## src/rtl/instr_fetch.sv

```systemverilog
// ----------------------------------------------------------------------------
// instr_fetch : single-issue instruction fetch stage.
//
// Issues word-aligned requests to instruction memory and registers the
// returned word together with its address + 4.
//
// Redirect handling:
// - A taken branch flushes the registered instruction.
// - If the branch arrives while a request is outstanding (requested but not
//   acknowledged), that request is held stable in DRAIN until its ack
//   arrives. The returned data is dropped, and fetch then resumes at the
//   redirect pc.
//
// Ports
//   clk, rst         clock, synchronous active-high reset
//   imem_req/addr    memory request, held stable until imem_ack
//   imem_ack/rdata   memory completion and data
//   stall            downstream cannot take a new instruction
//   branch_taken/    redirect request and target (target bits [1:0]
//   branch_target    are ignored)
//   if_valid/instr/  registered instruction, its address + 4
//   if_pc4
//   opcode           if_instr[31:26]
//
// Optional build macro FETCH_PERF_EN adds two counters:
//   fetch_cnt   counts accepted fetches whose data is kept.
//   bubble_cnt  counts non-reset cycles with if_valid low.
// ----------------------------------------------------------------------------
module instr_fetch #(
   parameter logic [31:0] RESET_PC = 32'h0000_0000
) (
   input  logic        clk,
   input  logic        rst,
   output logic        imem_req,
   output logic [31:0] imem_addr,
   input  logic        imem_ack,
   input  logic [31:0] imem_rdata,
   input  logic        stall,
   input  logic        branch_taken,
   input  logic [31:0] branch_target,
   output logic        if_valid,
   output logic [31:0] if_instr,
   output logic [31:0] if_pc4,
   output logic [5:0]  opcode
`ifdef FETCH_PERF_EN
   ,
   output logic [31:0] fetch_cnt,
   output logic [31:0] bubble_cnt
`endif
);

   typedef enum logic {FETCH, DRAIN} fetchState_t;

   fetchState_t state;
   logic [31:0] pc;          // always word aligned
   logic [31:0] drainAddr;   // address of the request abandoned by a redirect
   logic [31:0] pcNext;
   logic [31:0] redirectPc;
   logic        adv;
   logic        fetchDone;
   logic [1:0]  unusedTgtBits;

   assign unusedTgtBits = branch_target[1:0];
   assign redirectPc    = {branch_target[31:2], 2'b00};
   assign pcNext        = pc + 32'd4;   // wraps 32'hFFFF_FFFC -> 0
   assign adv           = !stall || !if_valid;

   // In FETCH, a request can only drop while it is unacked if stall rises
   // with if_valid high. if_valid can only be high on an unacked request when
   // stall was low, and the next edge then clears if_valid. That keeps adv
   // high, so an outstanding request stays up until acked.
   assign imem_req  = !rst && ((state == DRAIN) || adv);
   assign imem_addr = (state == DRAIN) ? drainAddr : pc;
   assign opcode    = if_instr[31:26];

   assign fetchDone = (state == FETCH) && imem_req && imem_ack && !branch_taken;

   always_ff @(posedge clk) begin
      if (rst) begin
         state     <= FETCH;
         pc        <= {RESET_PC[31:2], 2'b00};
         drainAddr <= 32'd0;
         if_valid  <= 1'b0;
         if_instr  <= 32'd0;
         if_pc4    <= 32'd0;
      end else begin
         case (state)
            FETCH: begin
               if (branch_taken) begin
                  // Flush has priority over stall and over any data this cycle.
                  if_valid <= 1'b0;
                  pc       <= redirectPc;
                  if (imem_req && !imem_ack) begin
                     drainAddr <= pc;
                     state     <= DRAIN;
                  end
               end else if (imem_req && imem_ack) begin
                  if_instr <= imem_rdata;
                  if_pc4   <= pcNext;
                  if_valid <= 1'b1;
                  pc       <= pcNext;
               end else if (!stall) begin
                  if_valid <= 1'b0;
               end
            end
            DRAIN: begin
               // The stale data is dropped. A later redirect only moves the
               // resume point.
               if (branch_taken) pc <= redirectPc;
               if (imem_ack) state <= FETCH;
            end
            default: state <= FETCH;
         endcase
      end
   end

`ifdef FETCH_PERF_EN
   always_ff @(posedge clk) begin
      if (rst) begin
         fetch_cnt  <= 32'd0;
         bubble_cnt <= 32'd0;
      end else begin
         if (fetchDone) fetch_cnt  <= fetch_cnt + 32'd1;
         if (!if_valid) bubble_cnt <= bubble_cnt + 32'd1;
      end
   end
`else
   logic unusedFetchDone;
   assign unusedFetchDone = fetchDone;
`endif

endmodule

```

## config.mk

```make
export PLATFORM = sky130hd
export DESIGN_NAME = instr_fetch
export DESIGN_NICKNAME = d
export VERILOG_FILES = /design/src/rtl/instr_fetch.sv
export SDC_FILE = /design/constraint.sdc
export NUM_CORES = 1
export LEC_CHECK = 0
export CORE_MARGIN = 5
export CORE_UTILIZATION = 45
export CTS_BUF_LIST = sky130_fd_sc_hd__clkbuf_8 sky130_fd_sc_hd__clkbuf_16
export DETAILED_ROUTE_END_ITERATION = 8
export GPL_TIMING_DRIVEN = 0
export PLACE_DENSITY = 0.79
export SYNTH_ARGS = -nofsm -noshare
export SYNTH_HDL_FRONTEND = slang
export SYNTH_SLANG_ARGS = --single-unit
export TNS_END_PERCENT = 20
```

## constraint.sdc

```tcl
create_clock -name clk -period 5.1 [get_ports clk]
set_input_delay 1.02 -clock clk [delete_from_list [all_inputs] [get_ports clk]]
set_output_delay 1.02 -clock clk [all_outputs]
set_load 0.03 [all_outputs]
```

## Yosys cells after proc, flatten, opt, wreduce, memory -nomap -nowiden

Cells that the tools add are included.

| word-level totals | value |
|---|---|
| output and inout port bits | 104 |
| flip-flop bits (word level) | 130 |
| logic and storage cells | 37 |
| bits of input ports | 69 |

| operators by class | value |
|---|---|
| reduce and logical (&&, ||, !) cells | 13 |
| bitwise logic cells | 2 |
| equal/unequal tests | 3 |
| mux-type cells | 12 |
| $add $sub $neg | 1 |

Operator list:

| cell | number |
|---|---|
| two-way mux 32 bit | 4 |
| one-hot mux 32 bit (2 select lines) | 1 |
| adder 32 x 3 -> 32 bit (second input constant) | 1 |
| two-way mux 1 bit | 6 |
| AND reduction 3 bit | 2 |
| zero test 1 bit | 4 |
| AND reduction 2 bit | 2 |
| logical AND 1 bit | 3 |
| != test 3 x 1 -> 1 bit (second input constant) | 1 |
| != test 3 x 2 -> 1 bit (second input constant) | 1 |
| logical OR 1 bit | 2 |
| != test 2 bit (second input constant) | 1 |
| inverter 1 bit | 2 |
| one-hot mux 1 bit (2 select lines) | 1 |

## Logic depth before layout (Yosys ltp)

Gate-level depths: netlist of the first run.

| logic depth | value |
|---|---|
| word-level depth | 8 |
| depth in mapped cells | 8 |
| depth with buffers taken out | 6 |

## Least setup slack after synthesis of the first run

No wires, ideal clock.

| path | value |
|---|---|
| kind | input to output |
| start point | input rst |
| end point | output imem_req |
| arrival | 1834 ps |
| stages on the path | 3 |
| data required time | 4080 ps |
| slack | 2246 ps |
| path buffers | 2 |
| path through | clkbuf_1 > buf_1 > nor2_1 |

| on the way | value |
|---|---|
| longest elaborated chain between the ends | 2 |

RTL lines:

| item | RTL line | RTL |
|---|---|---|
| start: declaration | 33 | `input logic rst,` |
| zero test 1 bit | 72 | `assign imem_req = !rst && ((state == DRAIN) \|\| adv);` |
| logical AND 1 bit | 72 |  |
| end: declaration | 34 | `output logic imem_req,` |

Every way passes these cells.

## Worst setup path in the final report of the first run

Same ends and word-level chain as after synthesis.

==> impl_metrics.tcl, run 1 <==
set metrics [dict create \
    netlist_area_mm2 0.00589 \
    final_layout_size_suffix_gt1_share_pct 12.0 \
    root_buffer "clkbuf_16" \
    post_cts_buffers 0 \
    synth_top_area_share_pct 42.2 \
    drt_pass1_iterations 5 \
    area_growth_syn_to_layout_pct 42.7 \
    gp_congestion 0.953 \
    dieWidth_um 124 \
    finalHoldViolations 0 \
    fin_nets 985 \
    wl_met2_mm 9.44 \
    max-cap-violations 0 \
    avgSynthCellArea_um2 8.08 \
    critical_path_arrival_ns 3.26 \
    synth_edf_count 0 \
    synthAdderAreaFrac_pct 0.213 \
    cts-buffers-inserted 17 \
    core_mm2 0.0127 \
    drcViolationCount 0 \
    final_core_util_pct 66.0 \
    synth_xor_area_share_pct 4.61 \
    clkLatencyLatePin_ns 0.43 \
    wl_mm 19.9 \
    clk_pin_slew_ns 0.05 \
    power_mw 2.80 \
    hold_start "drainAddr[28]" \
    synthTopCellsByCount "nand2_1 (161), dfxtp_1 (124), a21oi_1 (60), nand3_1 (51)" \
    crit_type "input pin to output pin" \
    fillers 1114 \
    hold_buffers 0 \
    grt_start_max_net_pins 17 \
    wl_per_cell_um 18.1 \
    cts_tree "done" \
    dieArea_mm2 0.0155 \
    synthFlopType "dfxtp_1" \
    async_reset_ff_share_pct 0 \
    track_usage_pct 25.0 \
    cts.htree.levels 4 \
    ir_worst_vdd_uv 190 \
    multi_input_area_mm2 0.00302 \
    yosysWarnings 0 \
    r2r-end "pc[22]" \
    synth_compound_area_share_pct 16.5 \
    ant_nets 0 \
    top_layer "met4" \
    status "finished, final reports clean" \
    slew_headroom_pct 18.7 \
    start_util_pct 46.3 \
    max_freq_mhz 233 \
    dpl.hpwl_mm 14.4 \
    rr_startpoint "pc[2]" \
    ys_top_cells_by_area "dfxtp_1 (42%), nand2_1 (10%), a21oi_1 (5.1%)" \
    min_period_ns 4.28 \
    whs_path_depth 2 \
    placedCellCount 1068 \
    cts.sinks 124 \
    vias 6128 \
    numPortBuffers 165 \
    synth_top_family_by_area "simple AND/OR/NAND/NOR gates" \
    first_iter_violations 712 \
    final-seq-area_mm2 0.00248 \
    endpoint_kind "output pin" \
    p_leak_nw 3.20 \
    syn_inst 728 \
    yosysSeqAreaShare_pct 42.2 \
    synth_area_leader_cell "dfxtp_1" \
    io_pins 173 \
    wl_met1_mm 8.33 \
    startpoint_type "input pin" \
    cts_resized 0 \
    finalSetupViolCount 0 \
    rows 41 \
    yosysMostFrequentCell "nand2_1" \
    r2r_setup_slack_ns 2.70 \
    crit_required_ns 4.08 \
    antenna_found_initial 0 \
    fp.dieH_um 124 \
    antenna_cells 0 \
    routed_via_density 5.57 \
    tightestPinTransition_ns 1.22 \
    slew_violations 0 \
    synthMuxAreaShare_pct 5.14 \
    wl_met3_mm 1.54 \
    startpoint "rst" \
    final_cells 1100 \
    tns_ns 0 \
    grt_pass1_vias 5704 \
    rsz0062_at_grt "no" \
    hold_class "flop to flop" \
    ys_seq_elements 124 \
    r2r_cells 6 \
    finClkSkew_ns 0.0146 \
    fin_crit_sh_pct 84.0 \
    powerDensity_mw_per_mm2 333 \
    cp_max_fo 10 \
    holdPathEnd "drainAddr[28]" \
    grt_pass1_wl_mm 31.1 \
    yosysUniqueCellTypes 58 \
    cts_buffer_depth 2 \
    grt_overflow 0 \
    synthSimpleGateAreaFrac_pct 24.5 \
]
[worst max-delay path, stage by stage]
cell and delay, ns:
clkdlybuf4s50_1 0.60, clkbuf_1 0.43, buf_1 0.46, nor2_1 0.10
clkdlybuf4s50_1 0.64
[layout by cell type (no fill, tap or decap), types with 3 or more instances in the layout]
cell,synthesis,routed
and2_1,4,4
mux2_2,26,26
a21oi_1,60,60
xor2_1,21,21
nand4_1,12,12
nand2_1,161,161
o21ai_0,40,40
xnor2_1,10,10
nor4_1,4,4
bufinv_16,0,4
buf_2,21,21
dfxtp_1,124,124
inv_1,6,6
nand2b_1,3,3
a22o_1,6,6
buf_1,5,5
and4_1,4,4
conb_1,1,4
a31oi_1,3,3
nand3_1,51,51
nand4_2,3,3
a311oi_1,4,4
clkbuf_8,0,3
a211oi_1,14,14
clkinv_2,0,5
nor2_1,40,40
a22oi_1,4,4
buf_4,13,13
buf_6,3,3
a32o_1,3,3
o31ai_1,5,5
nor3_1,8,8
clkinvlp_4,0,3
clkdlybuf4s50_1,0,165
clkbuf_1,31,31
clkbuf_16,0,17
[sequential cells by signal, summed over array words and instances (netlist names)]
register	flops
pc	30
state	1
if_valid	1
if_instr	32
if_pc4	30
drainAddr	30
[cell families after synthesis]
| kind of cell | Yosys count |
|---|---|
| and+or+nand+nor | 306 |
| AOI/OAI and AO/OA | 158 |
| DFF | 124 |
| buffers and inverters | 80 |
| xor gates and xnor gates | 31 |
| muxes | 27 |
| adders and majority gates | 1 |
| other | 1 |
[metal layers]
layer  vias up  track usage, %
met3        48            4.97
met4         0            9.67
met1      2845            32.7
met5         -               0
met2       341            40.5
li1       2894               -
[report_power, final]
part	internal, mW	switching [mW]	total (mW)
Clock	0.851	0.442	1.29
Combinational	0.191	0.268	0.459
Sequential	1.01	0.0304	1.04
Total	2.06	0.740	2.80
[worst max-delay path by stage]
stage,end,depth (start not counted),slack [ns]
5_1_grt,imem_req,5,0.69
6_report,imem_req,5,0.82
3_5_place_dp,imem_req,5,0.85
4_1_cts,imem_req,5,0.84
2_1_floorplan,imem_req,3,2.25
3_3_place_gp,imem_req,5,0.91
[metrics by stage]
stage | area (um2) | worst slack [ns] | hold WS, ns
final | 8400 | 0.815 | 0.448
after global routing | 8400 | 0.693 | 0.468
after CTS | 8400 | 0.840 | 0.451
after detailed placement | 7760 | 0.846 | 0.444
after global placement | 7760 | 0.907 | 0.437
after floorplan | 5900 | 2.25 | 0.431
[area by class of cell]
class	instances	area share, %
clock inverter	12	2.00
sequential	124	29.6
inverter	6	0.268
timing repair buffer	165	19.7
buffer	74	4.48
multi-input combinational	527	35.9
clock buffer	20	5.56
tap	172	2.56
(Power assumes the default switching activity.)
==> run 2, diff against run 1 <==
CORE_UTILIZATION = 43   (was 45)
clock period = 3.75 ns   (was 5.1 ns; I/O delays follow)
==> impl_metrics.tcl, run 2 (synthesis results as in run 1) <==
set metrics [dict create \
    finClkSkew_ns 0.00762 \
    cts.sinks 124 \
    wl_per_cell_um 18.0 \
    crit_type "flop to output pin" \
    tns_ns 0 \
    rsz0062_at_grt "no" \
    max_freq_mhz 275 \
    track_usage_pct 24.5 \
    antenna_found_initial 0 \
    fin_nets 985 \
    drt_pass1_iterations 5 \
    tightestPinTransition_ns 1.15 \
    fp.dieH_um 127 \
    dpl.hpwl_mm 14.5 \
    fin_crit_sh_pct 97.1 \
    startpoint_type "flop" \
    grt_overflow 0 \
    antenna_cells 0 \
    final_layout_size_suffix_gt1_share_pct 11.8 \
    rows 42 \
    grt_start_max_net_pins 17 \
    top_register "if_instr" \
    max-cap-violations 0 \
    start_util_pct 44.1 \
    area_growth_syn_to_layout_pct 42.4 \
    slew_headroom_pct 23.2 \
    gp_congestion 0.928 \
    drcViolationCount 0 \
    first_iter_violations 611 \
    worst_slack_ns 0.109 \
    dieWidth_um 127 \
    clkLatencyLatePin_ns 0.42 \
    root_buffer "clkbuf_16" \
    io_pins 173 \
    ant_nets 0 \
    r2r_setup_slack_ns 1.37 \
    grt_pass1_vias 5681 \
    powerDensity_mw_per_mm2 447 \
    crit_required_ns 3.00 \
    slew_violations 0 \
    largest_reg_flops 32 \
    cts-buffers-inserted 17 \
    routed_via_density 5.53 \
    cts_buffer_depth 2 \
    power_mw 3.75 \
    wl_mm 19.9 \
    cts_tree "done" \
    dieArea_mm2 0.0161 \
    hold_class "flop to flop" \
    endpoint_kind "output pin" \
    finalSetupViolCount 0 \
    critical_path_arrival_ns 2.89 \
    vias 6104 \
    final_common_cell "clkdlybuf4s50_1" \
    pre_cts_ws_ns 0.0456 \
    min_period_ns 3.64 \
    final_cell_mix "clkdlybuf4s50_1 (165), nand2_1 (161), dfxtp_1 (124)" \
    cp_max_fo 10 \
    grt_pass1_wl_mm 30.8 \
    status "finished, final reports clean" \
    finalHoldViolations 0 \
    cts.htree.levels 4 \
    final_cells 1103 \
    numPortBuffers 165 \
    clk_pin_slew_ns 0.05 \
    core_mm2 0.0133 \
    p_leak_nw 3.21 \
    ir_worst_vdd_uv 212 \
    placedCellCount 1072 \
]
==> run 2: critical path: stages, from the launching register on <==
cell	delay, ns
dfxtp_1	0.39
clkbuf_1	0.49
clkbuf_1	0.58
mux2_2	0.41
clkdlybuf4s50_1	0.59
==> run 2: path summary, 6_finish.rpt <==
| check | cells after the start | startpoint | end |
|---|---|---|---|
| setup / recovery | 4 | state | imem_addr[20] |
| hold / removal | 2 | drainAddr[23] | drainAddr[23] |
| setup reg to reg | 7 | pc[2] | pc[28] |
| hold reg to reg | 2 | drainAddr[23] | drainAddr[23] |
==> run 2: per-stage QoR <==
step | util [%] | hold slack [ns] | cell area [um2]
after floorplan | - | 0.431 | 5900
after global placement | 58.2 | 0.437 | 7770
after detailed placement | 58.2 | 0.444 | 7770
after CTS | 62.8 | 0.451 | 8380
after global routing | 62.8 | 0.470 | 8380
final | 62.8 | 0.450 | 8380
==> run 2: where the power goes <==
group          switching [mW]  internal, mW
registers              0.0427          1.38
clock network           0.587          1.12
logic                   0.361         0.260
total                   0.990          2.76
==> run 2: layer usage <==
layer	vias up	part of all wire [%]	GRT usage, %
met1	2840	42	32.1
met2	322	47	38.8
met3	49	8.3	5.80
met5	-	0	0
met4	0	3.3	10.2
li1	2893	-	-
==> run 2: cell type report <==
class,instances,area (um2)
Inverter,6,22.5
Tap cell,176,220
Clock inverter,9,118
Clock buffer,22,494
Timing Repair Buffer,165,1650
Fill cell,1178,4970
Sequential cell,124,2480
Buffer,74,378
Multi-Input combinational cell,527,3020
==> run 2: repair_timing <==
action                                  4_1_cts  5_1_grt
setup buffers                                 0        0
endpoints found under the setup margin        0        1
hold buffers                                  0        0
gates resized for setup                       0        1
==> run 3, diff against run 2 <==
ABC_AREA = 1   (was unset)
CTS_CLUSTER_DIAMETER = 40   (was unset)
==> impl_metrics.tcl, run 3 <==
set metrics [dict create \
    status "finished, final reports clean" \
    synthFlopType "dfxtp_1" \
    final_common_cell "nand2_1" \
    numPortBuffers 166 \
    pre_cts_ws_ns 0.800 \
    ys_seq_elements 124 \
    final_layout_size_suffix_gt1_share_pct 7.28 \
    drt_pass1_iterations 5 \
    ir_worst_vdd_uv 292 \
    wl_per_cell_um 16.2 \
    fin_nets 1134 \
    post_cts_buffers 0 \
    yosysMostFrequentCell "nand2_1" \
    rows 42 \
    start_util_pct 44.3 \
    gp_congestion 1.00 \
    cts.htree.levels 4 \
    crit_required_ns 3.00 \
    ys_top_cells_by_area "dfxtp_1 (42%), nand2_1 (11%), o21ai_0 (9.9%)" \
    slew_violations 0 \
    hold_start "drainAddr[3]" \
    yosysWarnings 0 \
    cts_resized 0 \
    core_mm2 0.0133 \
    dieWidth_um 127 \
    async_reset_ff_share_pct 0 \
    dpl.hpwl_mm 15.3 \
    finalHoldViolations 0 \
    critPathTopFamily "buffers and inverters" \
    fp.dieH_um 127 \
    dieArea_mm2 0.0162 \
    synthTopCellsByCount "nand2_1 (178), nor2_1 (144), dfxtp_1 (124), o21ai_0 (117), nand3_1 (84)" \
    avgSynthCellArea_um2 6.75 \
    clk_pin_slew_ns 0.05 \
    fillers 1241 \
    power_mw 3.66 \
    cts_buffer_depth 2 \
    placed_area_mm2 0.00781 \
    grt_start_max_net_pins 17 \
    startpoint_type "flop" \
    vias 6502 \
    io_pins 173 \
    wl_mm 20.2 \
    critical_path_arrival_ns 2.43 \
    syn_inst 876 \
    synth_area_leader_cell "dfxtp_1" \
    placedCellCount 1221 \
    area_growth_syn_to_layout_pct 40.8 \
    finClkSkew_ns 0.00651 \
    endpoint_kind "output pin" \
    antenna_found_initial 0 \
    cts-buffers-inserted 17 \
    slew_headroom_pct 56.8 \
    hold_class "flop to flop" \
    worst_slack_ns 0.565 \
    hold_buffers 0 \
    max-cap-violations 0 \
    fin_crit_sh_pct 84.9 \
    cts_tree "done" \
    synth_top_area_share_pct 42.0 \
    routed_via_density 5.21 \
    largest_reg_flops 32 \
    clkLatencyLatePin_ns 0.42 \
    top_register "if_instr" \
    powerDensity_mw_per_mm2 440 \
    critical_path.max_stage_delay_ns 0.72 \
    p_leak_nw 3.31 \
    drcViolationCount 0 \
    finalSetupViolCount 0 \
    synth_edf_count 0 \
    tns_ns 0 \
    yosysUniqueCellTypes 29 \
    rr_startpoint "pc[3]" \
    ant_nets 0 \
    crit_chain "buf_2 > buf_1 > nand2_1 > o21ai_0 > clkdlybuf4s50_1" \
    min_period_ns 3.18 \
    crit_type "flop to output pin" \
    grt_pass1_wl_mm 32.1 \
    path_buf_inv 3 \
    grt_overflow 0 \
    max_freq_mhz 314 \
    yosysSeqAreaShare_pct 42.0 \
    design_area_mm2 0.00833 \
    cpMaxStageDelayCell "clkdlybuf4s50_1" \
    track_usage_pct 24.9 \
    netlist_area_mm2 0.00592 \
    root_buffer "clkbuf_16" \
    cp_max_fo 10 \
    antenna_cells 0 \
    startpoint "state" \
    final_cells 1248 \
    final_cell_mix "nand2_1 (178), clkdlybuf4s50_1 (166), nor2_1 (144)" \
    first_iter_violations 495 \
    cts.sinks 124 \
    rsz0062_at_grt "no" \
    tightestPinTransition_ns 0.648 \
    grt_pass1_vias 6213 \
]
==> run 3: stage by stage <==
step	utilization, %	hold slack, ns
final	62.4	0.451
after global routing	62.4	0.479
after CTS	62.4	0.449
after detailed placement	58.5	0.439
after global placement	58.5	0.435
after floorplan	-	0.425
==> run 3: cells by family (layout without fill, tap and decap cells) <==
family / Yosys count / count (layout) / share of synthesized area, %
AO/OA/AOI/OAI: 190 / 190 / 17.1
XOR/XNOR: 6 / 6 / 0.888
adder cells (fa/ha/maj): 1 / 1 / 0.211
buffers and inverters: 130 / 323 / 9.96
flip-flops: 124 / 124 / 42.0
other: 1 / 4 / 0.0634
AND/OR/NAND/NOR: 424 / 424 / 29.8
==> run 3: routing by layer <==
metal	track usage (%)	wire length [um]	part of all wire, %	up-vias
met5	0	0	0	-
met3	8.64	2090	10	39
li1	-	-	-	3199
met1	33.2	8880	44	2981
met2	37.5	8760	43	283
met4	9.15	509	2.5	0
==> run 3: final timing paths <==
path	endpoint	slack [ns]	cells after the start
worst min-delay path	drainAddr[3]	0.45	2
worst min register to register	drainAddr[3]	0.45	2
worst max-delay path	imem_addr[26]	0.57	5
worst max register to register	pc[14]	1.75	8
==> run 3: worst reg2reg max path, delay by kind of cell (launching register included) <==
| family | cells | cell delay (ns) |
|---|---|---|
| AO/OA/AOI/OAI | 1 | 0.15 |
| XOR/XNOR | 1 | 0.31 |
| adder cells (fa/ha/maj) | 1 | 0.25 |
| flip-flops | 1 | 0.46 |
| AND/OR/NAND/NOR | 5 | 0.77 |
==> run 3: layout make-up <==
type                    count  area [um2]  area share, %
multi-input cells         625        2860           34.3
flip-flops and latches    124        2480           29.8
repair buffers            166        1660           19.9
clock buffers              20         467           5.60
plain buffers              59         320           3.84
inverters                  71         269           3.23
well taps                 176         220           2.64
clock inverters             7        55.1          0.661
==> run 3: power by group <==
group / leakage, nW / switching, mW / internal [mW]
Combinational: 2.03 / 0.431 / 0.284
Clock: 0.274 / 0.553 / 0.930
Sequential: 1.01 / 0.0660 / 1.40
Total: 3.31 / 1.05 / 2.61
